**src/rtl/cordic_pkg.sv**
```systemverilog
// Shared CORDIC constants and types for the rotator and the vectoring engine.
// Holds the Q2.12 arctangent schedule, the coordinate/angle widths and the FSM state type.
package cordic_pkg;

   localparam int ITER = 12;
   localparam int XY_W = 16;
   localparam int Z_W  = 15;

   localparam logic signed [Z_W-1:0] HALF_PI_Q212 = 15'sd6434;

   // atan(2^-i) in Q2.12, one entry per micro-rotation
   localparam logic signed [Z_W-1:0] ATAN_Q212 [0:ITER-1] = '{
      15'sd3217, 15'sd1899, 15'sd1003, 15'sd509, 15'sd256, 15'sd128,
      15'sd64,   15'sd32,   15'sd16,   15'sd8,   15'sd4,   15'sd2
   };

   typedef enum logic [1:0] {
      ST_IDLE,
      ST_ITER,
      ST_SCALE
   } cordic_state_e;

endpackage

```
**src/rtl/cordic_atan_lut.sv**
```systemverilog
// Combinational arctangent lookup for the CORDIC micro-rotation index.
// Indices beyond the table depth return zero.
module cordic_atan_lut
   import cordic_pkg::*;
(
   input  logic [3:0]     idx_i,
   output logic [Z_W-1:0] atan_o
);

   always_comb begin
      atan_o = '0;
      if (idx_i < 4'(ITER)) begin
         atan_o = ATAN_Q212[idx_i];
      end
   end

endmodule

```
**src/rtl/cordic_vector.sv**
```systemverilog
// Iterative CORDIC in vectoring mode: Q0.7 (x, y) in, Q2.5 atan2 angle and Q1.7 magnitude out.
// One micro-rotation per cycle, then a shift-add gain compensation step.
module cordic_vector
   import cordic_pkg::*;
(
   input  logic       clk,
   input  logic       rst,
   input  logic       start,
   input  logic [7:0] x_in,
   input  logic [7:0] y_in,
   output logic       busy,
   output logic       done,
   output logic [7:0] angle,
   output logic [7:0] mag
);

   cordic_state_e          state_q, state_d;
   logic [3:0]             count_q, count_d;
   logic signed [XY_W-1:0] x_q, x_d, y_q, y_d;
   logic signed [Z_W-1:0]  z_q, z_d;
   logic                   zero_q, zero_d;
   logic                   busy_q, busy_d;
   logic                   done_q, done_d;
   logic [7:0]             angle_q, angle_d;
   logic [7:0]             mag_q, mag_d;

   logic signed [XY_W-1:0] x_ext, y_ext, x_shr, y_shr;
   logic [Z_W-1:0]         atan_raw;
   logic signed [Z_W-1:0]  atan_step, z_rnd;
   logic signed [27:0]     x_wide, x_gain, x_rnd;
   logic signed [13:0]     mag_full;
   logic [7:0]             mag_sat, angle_val;

   cordic_atan_lut u_atan_lut (
      .idx_i  (count_q),
      .atan_o (atan_raw)
   );

   // Q0.7 inputs land in Q3.12; the spare integer bits let -128 negate cleanly
   assign x_ext     = {{3{x_in[7]}}, x_in, 5'b0};
   assign y_ext     = {{3{y_in[7]}}, y_in, 5'b0};
   assign x_shr     = x_q >>> count_q;
   assign y_shr     = y_q >>> count_q;
   assign atan_step = atan_raw;

   // Gain compensation x * 311/512, then round Q.21 down to Q1.7
   assign x_wide    = {{12{x_q[XY_W-1]}}, x_q};
   assign x_gain    = (x_wide <<< 8) + (x_wide <<< 6) - (x_wide <<< 3) - x_wide;
   assign x_rnd     = x_gain + 28'sd8192;
   assign mag_full  = 14'(x_rnd >>> 14);
   assign z_rnd     = z_q + 15'sd64;
   assign angle_val = 8'(z_rnd >>> 7);

   always_comb begin
      mag_sat = mag_full[7:0];
      if (mag_full[13]) begin
         mag_sat = '0;
      end else if (|mag_full[12:8]) begin
         mag_sat = 8'hFF;
      end
   end

   always_comb begin
      state_d = state_q;
      count_d = count_q;
      x_d     = x_q;
      y_d     = y_q;
      z_d     = z_q;
      zero_d  = zero_q;
      angle_d = angle_q;
      mag_d   = mag_q;
      done_d  = 1'b0;

      case (state_q)
         ST_IDLE: begin
            if (start) begin
               zero_d  = (x_in == 8'd0) && (y_in == 8'd0);
               count_d = '0;
               state_d = ST_ITER;
               // Fold the left half-plane into the right so the iterations converge
               if (!x_in[7]) begin
                  x_d = x_ext;
                  y_d = y_ext;
                  z_d = '0;
               end else if (!y_in[7]) begin
                  x_d = y_ext;
                  y_d = -x_ext;
                  z_d = HALF_PI_Q212;
               end else begin
                  x_d = -y_ext;
                  y_d = x_ext;
                  z_d = -HALF_PI_Q212;
               end
            end
         end
         ST_ITER: begin
            if (!y_q[XY_W-1]) begin
               x_d = x_q + y_shr;
               y_d = y_q - x_shr;
               z_d = z_q + atan_step;
            end else begin
               x_d = x_q - y_shr;
               y_d = y_q + x_shr;
               z_d = z_q - atan_step;
            end
            count_d = count_q + 4'd1;
            if (count_q == 4'(ITER - 1)) begin
               state_d = ST_SCALE;
            end
         end
         ST_SCALE: begin
            angle_d = zero_q ? 8'd0 : angle_val;
            mag_d   = zero_q ? 8'd0 : mag_sat;
            done_d  = 1'b1;
            state_d = ST_IDLE;
         end
         default: begin
            state_d = ST_IDLE;
         end
      endcase

      busy_d = (state_d != ST_IDLE) || done_d;
   end

   always_ff @(posedge clk) begin
      if (rst) begin
         state_q <= ST_IDLE;
         count_q <= '0;
         x_q     <= '0;
         y_q     <= '0;
         z_q     <= '0;
         zero_q  <= 1'b0;
         busy_q  <= 1'b0;
         done_q  <= 1'b0;
         angle_q <= '0;
         mag_q   <= '0;
      end else begin
         state_q <= state_d;
         count_q <= count_d;
         x_q     <= x_d;
         y_q     <= y_d;
         z_q     <= z_d;
         zero_q  <= zero_d;
         busy_q  <= busy_d;
         done_q  <= done_d;
         angle_q <= angle_d;
         mag_q   <= mag_d;
      end
   end

   assign busy  = busy_q;
   assign done  = done_q;
   assign angle = angle_q;
   assign mag   = mag_q;

endmodule

```
**config.mk**
```make
export PLATFORM = sky130hd
export DESIGN_NAME = cordic_vector
export DESIGN_NICKNAME = d
export VERILOG_FILES = /design/src/rtl/cordic_pkg.sv /design/src/rtl/cordic_atan_lut.sv /design/src/rtl/cordic_vector.sv
export SDC_FILE = /design/constraint.sdc
export NUM_CORES = 1
export LEC_CHECK = 0
export BUFFER_PORTS_ARGS = -buffer_cell sky130_fd_sc_hd__buf_2
export CAP_MARGIN = 10
export CORE_ASPECT_RATIO = 1.1
export CORE_MARGIN = 4
export CORE_UTILIZATION = 65
export DETAILED_ROUTE_END_ITERATION = 8
export PLACE_DENSITY = 0.91
export SYNTH_ARGS = -nofsm -noshare
export SYNTH_HDL_FRONTEND = slang
export SYNTH_HIERARCHICAL = 1
export SYNTH_SLANG_ARGS = --single-unit
export TNS_END_PERCENT = 1
```
**constraint.sdc**
```tcl
create_clock -name clk -period 6.1 [get_ports clk]
set_input_delay 1.22 -clock clk [delete_from_list [all_inputs] [get_ports clk]]
set_output_delay 1.22 -clock clk [all_outputs]
set_load 0.02 [all_outputs]
```
* After elaboration in Yosys (flattened, before gate mapping) *
Memory sizes are Yosys's and may differ from the RTL's.
Index checks and enable logic that the tools add are counted.

storage, ports and cells
  bits in registers = 72
  bits in read-only memories = 240
  input bits = 19
  output and inout port bits = 18
  word-level logic and storage cells = 72
  memories = 1

cells by class
  add/subtract/negate cells = 14
  magnitude comparators = 2
  equal/unequal tests = 4
  shift-type cells = 2
  multiplexer cells = 28
  bitwise gates (word level) = 1
  reductions and logical operators = 10

memory list
  memory           depth  bits a word  read ports  clocked after memory_dff  write ports  RTL line               source
  (no name shown)  16     15           1           0                         0            cordic_atan_lut.sv:13  atan_o = ATAN_Q212[idx_i];

operators by type and width
  operator                                                  number
  two-way mux 16 bit                                        8
  two-way mux 15 bit                                        7
  one-hot mux 16 bit (2 select lines)                       2
  adder 16 bit                                              2
  two-way mux 8 bit                                         4
  negator 13 -> 16 bit                                      2
  >>> shifter 16 x 4 -> 16 bit                              2
  subtractor 16 bit                                         2
  one-hot mux 15 bit (2 select lines)                       1
  adder 27 x 15 -> 28 bit, second input constant            1
  subtractor 26 x 16 -> 27 bit                              1
  subtractor 25 x 19 -> 26 bit                              1
  adder 24 x 22 -> 25 bit                                   1
  zero test 8 bit                                           2
  adder 15 bit                                              1
  adder 15 x 8 -> 15 bit, second input constant             1
  subtractor 15 bit                                         1
  one-hot mux 4 bit (2 select lines)                        1
  greater-or-equal comparator 5 bit, second input constant  1
  NOT 4 -> 5 bit                                            1
  OR reduction 5 bit                                        1
  adder 4 x 1 -> 4 bit, second input constant               1
  equality test 4 bit, second input constant                1
  < comparator 4 bit, second input constant                 1
  other kinds (12)                                          15

* Logic depth before layout (Yosys ltp) *
  depth after elaboration = 8
  mapped depth = 20
  depth with buffers taken out = 18

* By module *
The synthesis kept the hierarchy.

modules (own cells, without submodules)
  module           instances  cells each  area each (um2)  sequential area each (um2)
  cordic_vector    1          1115        9282.7           1441.4
  cordic_atan_lut  1          38          305.3            0.0

* Worst setup path after synthesis *
No wires, ideal clock.

  path type = flip-flop to flip-flop
  start point = reg count_q[1]
  end point = reg y_q[15]
  setup time = 0.134 ns
  arrival time = 4.430 ns
  data required time = 5.966 ns
  slack = 1.536 ns
  cell stages (with the launch flop) = 18
  path buffers = 2
  clock period less this slack = 4.564 ns
  cells stage by stage = dfxtp_1 -> buf_2 -> buf_1 -> mux4_2 -> mux4_2 -> inv_1 -> ha_1 -> mux2_2 -> ha_1 -> a21o_1 -> a21oi_1 -> o21ai_0 -> a2111oi_0 -> o311ai_0 -> a21o_1 -> a21oi_1 -> xnor2_1 -> o22ai_1

on the way
  cells in the longest elaborated chain, start to end = 4
  elaborated cells on any way between the ends = 5
  classes of those cells = add/sub (2); shift (1); mux (2)

ends and longest elaborated chain
  item                                                      RTL line                                   source
  start: declaration                                        cordic_vector.sv:18                        logic [3:0] count_q, count_d;
  start signal: assignment                                  cordic_vector.sv:139                       count_q <= count_d;
  >>> shifter 16 x 4 -> 16 bit (*)                          cordic_vector.sv:42                        assign x_shr = x_q >>> count_q;
  subtractor 16 bit / adder 16 bit (equally long branches)  cordic_vector.sv:99, cordic_vector.sv:103
  two-way mux 16 bit (*)                                    cordic_vector.sv:97                        if (!y_q[XY_W-1]) begin
  one-hot mux 16 bit (2 select lines) (*)                   cordic_vector.sv:74                        case (state_q)
  end signal: assignment                                    cordic_vector.sv:141                       y_q <= y_d;
  end: declaration                                          cordic_vector.sv:19                        logic signed [XY_W-1:0] x_q, x_d, y_q, y_d;

Mark *: on every way between the ends. The rest lies on a longest branch, timed or not.
A chain may end at the register's enable or synchronous reset.

* Final worst setup path *
  start point = reg count_q[0]
  end point = reg x_q[13]

on the way
  cells in the longest elaborated chain, start to end = 4
  elaborated cells on any way between the ends = 5
  classes of those cells = add/sub (2); shift (1); mux (2)

ends and longest elaborated chain
  item                                                      RTL line                                   source
  >>> shifter 16 x 4 -> 16 bit (*)                          cordic_vector.sv:43                        assign y_shr = y_q >>> count_q;
  adder 16 bit / subtractor 16 bit (equally long branches)  cordic_vector.sv:98, cordic_vector.sv:102
  two-way mux 16 bit (*)                                    cordic_vector.sv:97
  one-hot mux 16 bit (2 select lines) (*)                   cordic_vector.sv:74
  end signal: assignment                                    cordic_vector.sv:129                       x_q <= '0;
  end signal: assignment                                    cordic_vector.sv:140                       x_q <= x_d;
  end: declaration                                          cordic_vector.sv:19

Marked as above.

==> reports/results.ini <==
[yosys]
synth-edff-count = 0
seq_area_frac_synth_pct = 15.0
syn_inst = 1153
yosys_warnings = 6
synthFlopType = dfxtp_1
synth_top_area_cell = dfxtp_1
synth_top_cells_by_area = dfxtp_1, ha_1, mux4_2, fa_1, xnor2_1
synth_area_mm2 = 0.00959
synth_top_area_share_pct = 15.0
syn_area_per_cell_um2 = 8.32
ys_ff_latch = 72
async_flop_share_pct = 0
synth.distinct_cells = 79

[setup_path]
crit_cells = 18
regToRegSetupSlack_ns = 0.63
path_class = reg2reg
rr_endpoint = x_q[13]$_SDFFE_PP0P_
arrival_ns = 5.68
critPathMaxStageDelay_ns = 0.87
slowest_stage = dfxtp_2
cp-end-kind = flop
reg2reg_from = count_q[0]$_SDFFE_PP0P_
crit_chain = buf_4, mux4_2, mux2_2, mux2_2, inv_1, ha_1, mux2_2, inv_1, ha_1, nor2b_1, o31a_1, o311ai_0, a21oi_1, a41oi_1, nand2b_1, a21oi_1, mux2i_1, a21oi_1
required_ns = 6.31
cpLargestDelayFamily = multiplexers
path_max_fanout = 30
start_kind = flop
path_buf_inv = 3
reg2reg_depth = 18

[cells_and_area]
drive_above_1_share_pct = 11.9
fin_nets = 1310
final_cell_mix = nor2_1, ha_1, a21oi_1
areaGrowthSynthToFinish_pct = 5.39
final_common_cell = nor2_1
antenna_cells = 0
nFillCells = 1052

[placement]
io_buffers = 36
gp_congestion = 0.998
dp_hpwl_um = 18600
dp_slack_ns = 0.744

[global_routing]
grt_pass1_wl_um = 42600
groute.usage.overall_pct = 31.9
grt_pass1_vias = 8763
grt_max_degree = 64
antenna_found_initial = 0
grt-ovfl-total = 0

[clock_tree]
cts-root-buf = clkbuf_16
clk_pin_slew_ns = 0.07
ctsHoldBuffers = 0
cts_resized = 0
clk_latency_ns = 0.37
cts_buffers = 9
postCtsSetupRepairBufs = 0
htreeDepth = 3
cts_tree = yes
cts_buffer_depth = 2
numClockSinks = 72

[outcome]
outcome = complete, no violations

[sta]
max_freq_ghz = 0.183
finalCriticalPeriod_ns = 5.47
slew_viol_final = 0
finalSetupTns_ns = 0
hold_viol = 0
rsz0062_at_grt = no
setup_ws_ns = 0.632
min_period_over_period_pct = 89.6
relSlewSlack_pct = 27.7
worst_slew_pin_slew_ns = 1.09
setup_viol = 0
fin_skew_ns = 0.0125

[hold_path]
min_to = mag[1]$_SDFFE_PP0P_
min_from = mag[1]$_SDFFE_PP0P_
min_path_cells = 2
hp-class = reg2reg

[die]
die_x_um = 124
core_area_mm2 = 0.0144
io_pins = 37
rows = 46
die_y_um = 135
die-area_mm2 = 0.0168
start_util_pct = 66.4

[route]
routed_wirelength_um = 25800
dr.pass1.iters = 6
drc = 0
vias = 8971
final_antenna_net_count = 0
drt_iter0_drc = 872
vias_per_cell = 6.65
wl_per_cell_um = 19.1

[run]
maxCapViolCount = 0

[power]
p_total_w = 0.00434
cellPowerDensity_mw_per_mm2 = 429
peakVddDrop_mv = 0.535
leakagePower_nw = 4.34

-- synthesized netlist by cell type, drive strengths merged, types with 8 or more instances --
master    n
nor2    125
a22oi    21
buf      24
mux4     33
o21ai    48
dfxtp    72
nand2    51
clkbuf   36
ha      110
mux2     18
a31oi    16
a21o     18
inv      76
a21oi    99
xnor2    64
nor2b    20
nand3    22
or2      11
or3       9
o211ai    9
mux2i    27
o21a      8
xor2     29
and2     10
a211oi   24
nor4      8
nor3     46
fa       29
nand2b   13
-- where the power goes --
part           switching (W)  internal [W]
clock network       0.000262      0.000284
logic                0.00170       0.00139
registers           0.000175      0.000525
-- cell type report --
cell class	count	area [µm²]	area share (%)
Multi-Input combinational cell	947	7590	75.1
Sequential cell	72	1450	14.3
Inverter	76	285	2.82
Timing Repair Buffer	46	255	2.53
Tap cell	192	240	2.38
Clock buffer	9	225	2.23
Clock inverter	7	61.3	0.607
-- sequential cells by signal (all words and copies together), names as in the netlist --
| register | cells |
|---|---|
| y_q | 16 |
| count_q | 4 |
| busy | 1 |
| zero_q | 1 |
| done | 1 |
| angle | 8 |
| x_q | 16 |
| mag | 8 |
| z_q | 15 |
| state_q | 2 |
-- worst max-delay path by stage --
stage / endpoint / startpoint / slack [ns]
floorplan: y_q[15]$_SDFFE_PP0P_ / count_q[1]$_SDFFE_PP0P_ / 1.54
global placement: x_q[15]$_SDFFE_PP0P_ / count_q[0]$_SDFFE_PP0P_ / 0.94
detailed placement: x_q[15]$_SDFFE_PP0P_ / count_q[0]$_SDFFE_PP0P_ / 0.74
CTS: x_q[15]$_SDFFE_PP0P_ / count_q[0]$_SDFFE_PP0P_ / 0.68
global route: y_q[15]$_SDFFE_PP0P_ / count_q[0]$_SDFFE_PP0P_ / 0.26
finish: x_q[13]$_SDFFE_PP0P_ / count_q[0]$_SDFFE_PP0P_ / 0.63
-- kinds of logic after synthesis --
family          count (synthesis)  share of synthesized area [%]
simple gates                  340                           17.7
mux                            78                           12.9
flops                          72                           15.0
buf+inv                       136                           5.98
other cells                     1                         0.0391
xor+xnor                       93                           8.50
fa+ha+maj                     139                           20.4
compound gates                294                           19.5
-- stage by stage --
step           util [%]  std cells  instance area (µm²)  hold WS, ns
6_report           69.9       1349                10100        0.476
5_1_grt            69.9       1349                10100        0.516
4_1_cts            69.9       1349                10100        0.482
3_5_place_dp       68.0       1333                 9820        0.465
3_3_place_gp       68.0       1333                 9820        0.452
2_1_floorplan         -       1155                 9600        0.454
-- tightest hold or removal path: cells and delay by family, from the launching register on --
family         cells  cell delay [ns]
AO/OA/AOI/OAI      2             0.12
flip-flops         1             0.33
-- layer usage --
metal	part of all wire (%)	wire [µm]	track usage [%]	vias up
li1	-	-	-	4176
met1	37	9670	36.6	4172
met2	48	12400	52.3	464
met3	7.8	2020	7.64	159
met4	6.8	1760	21.1	0
met5	0	0	0	-
Note: power is estimated with default switching activity, not from simulation.
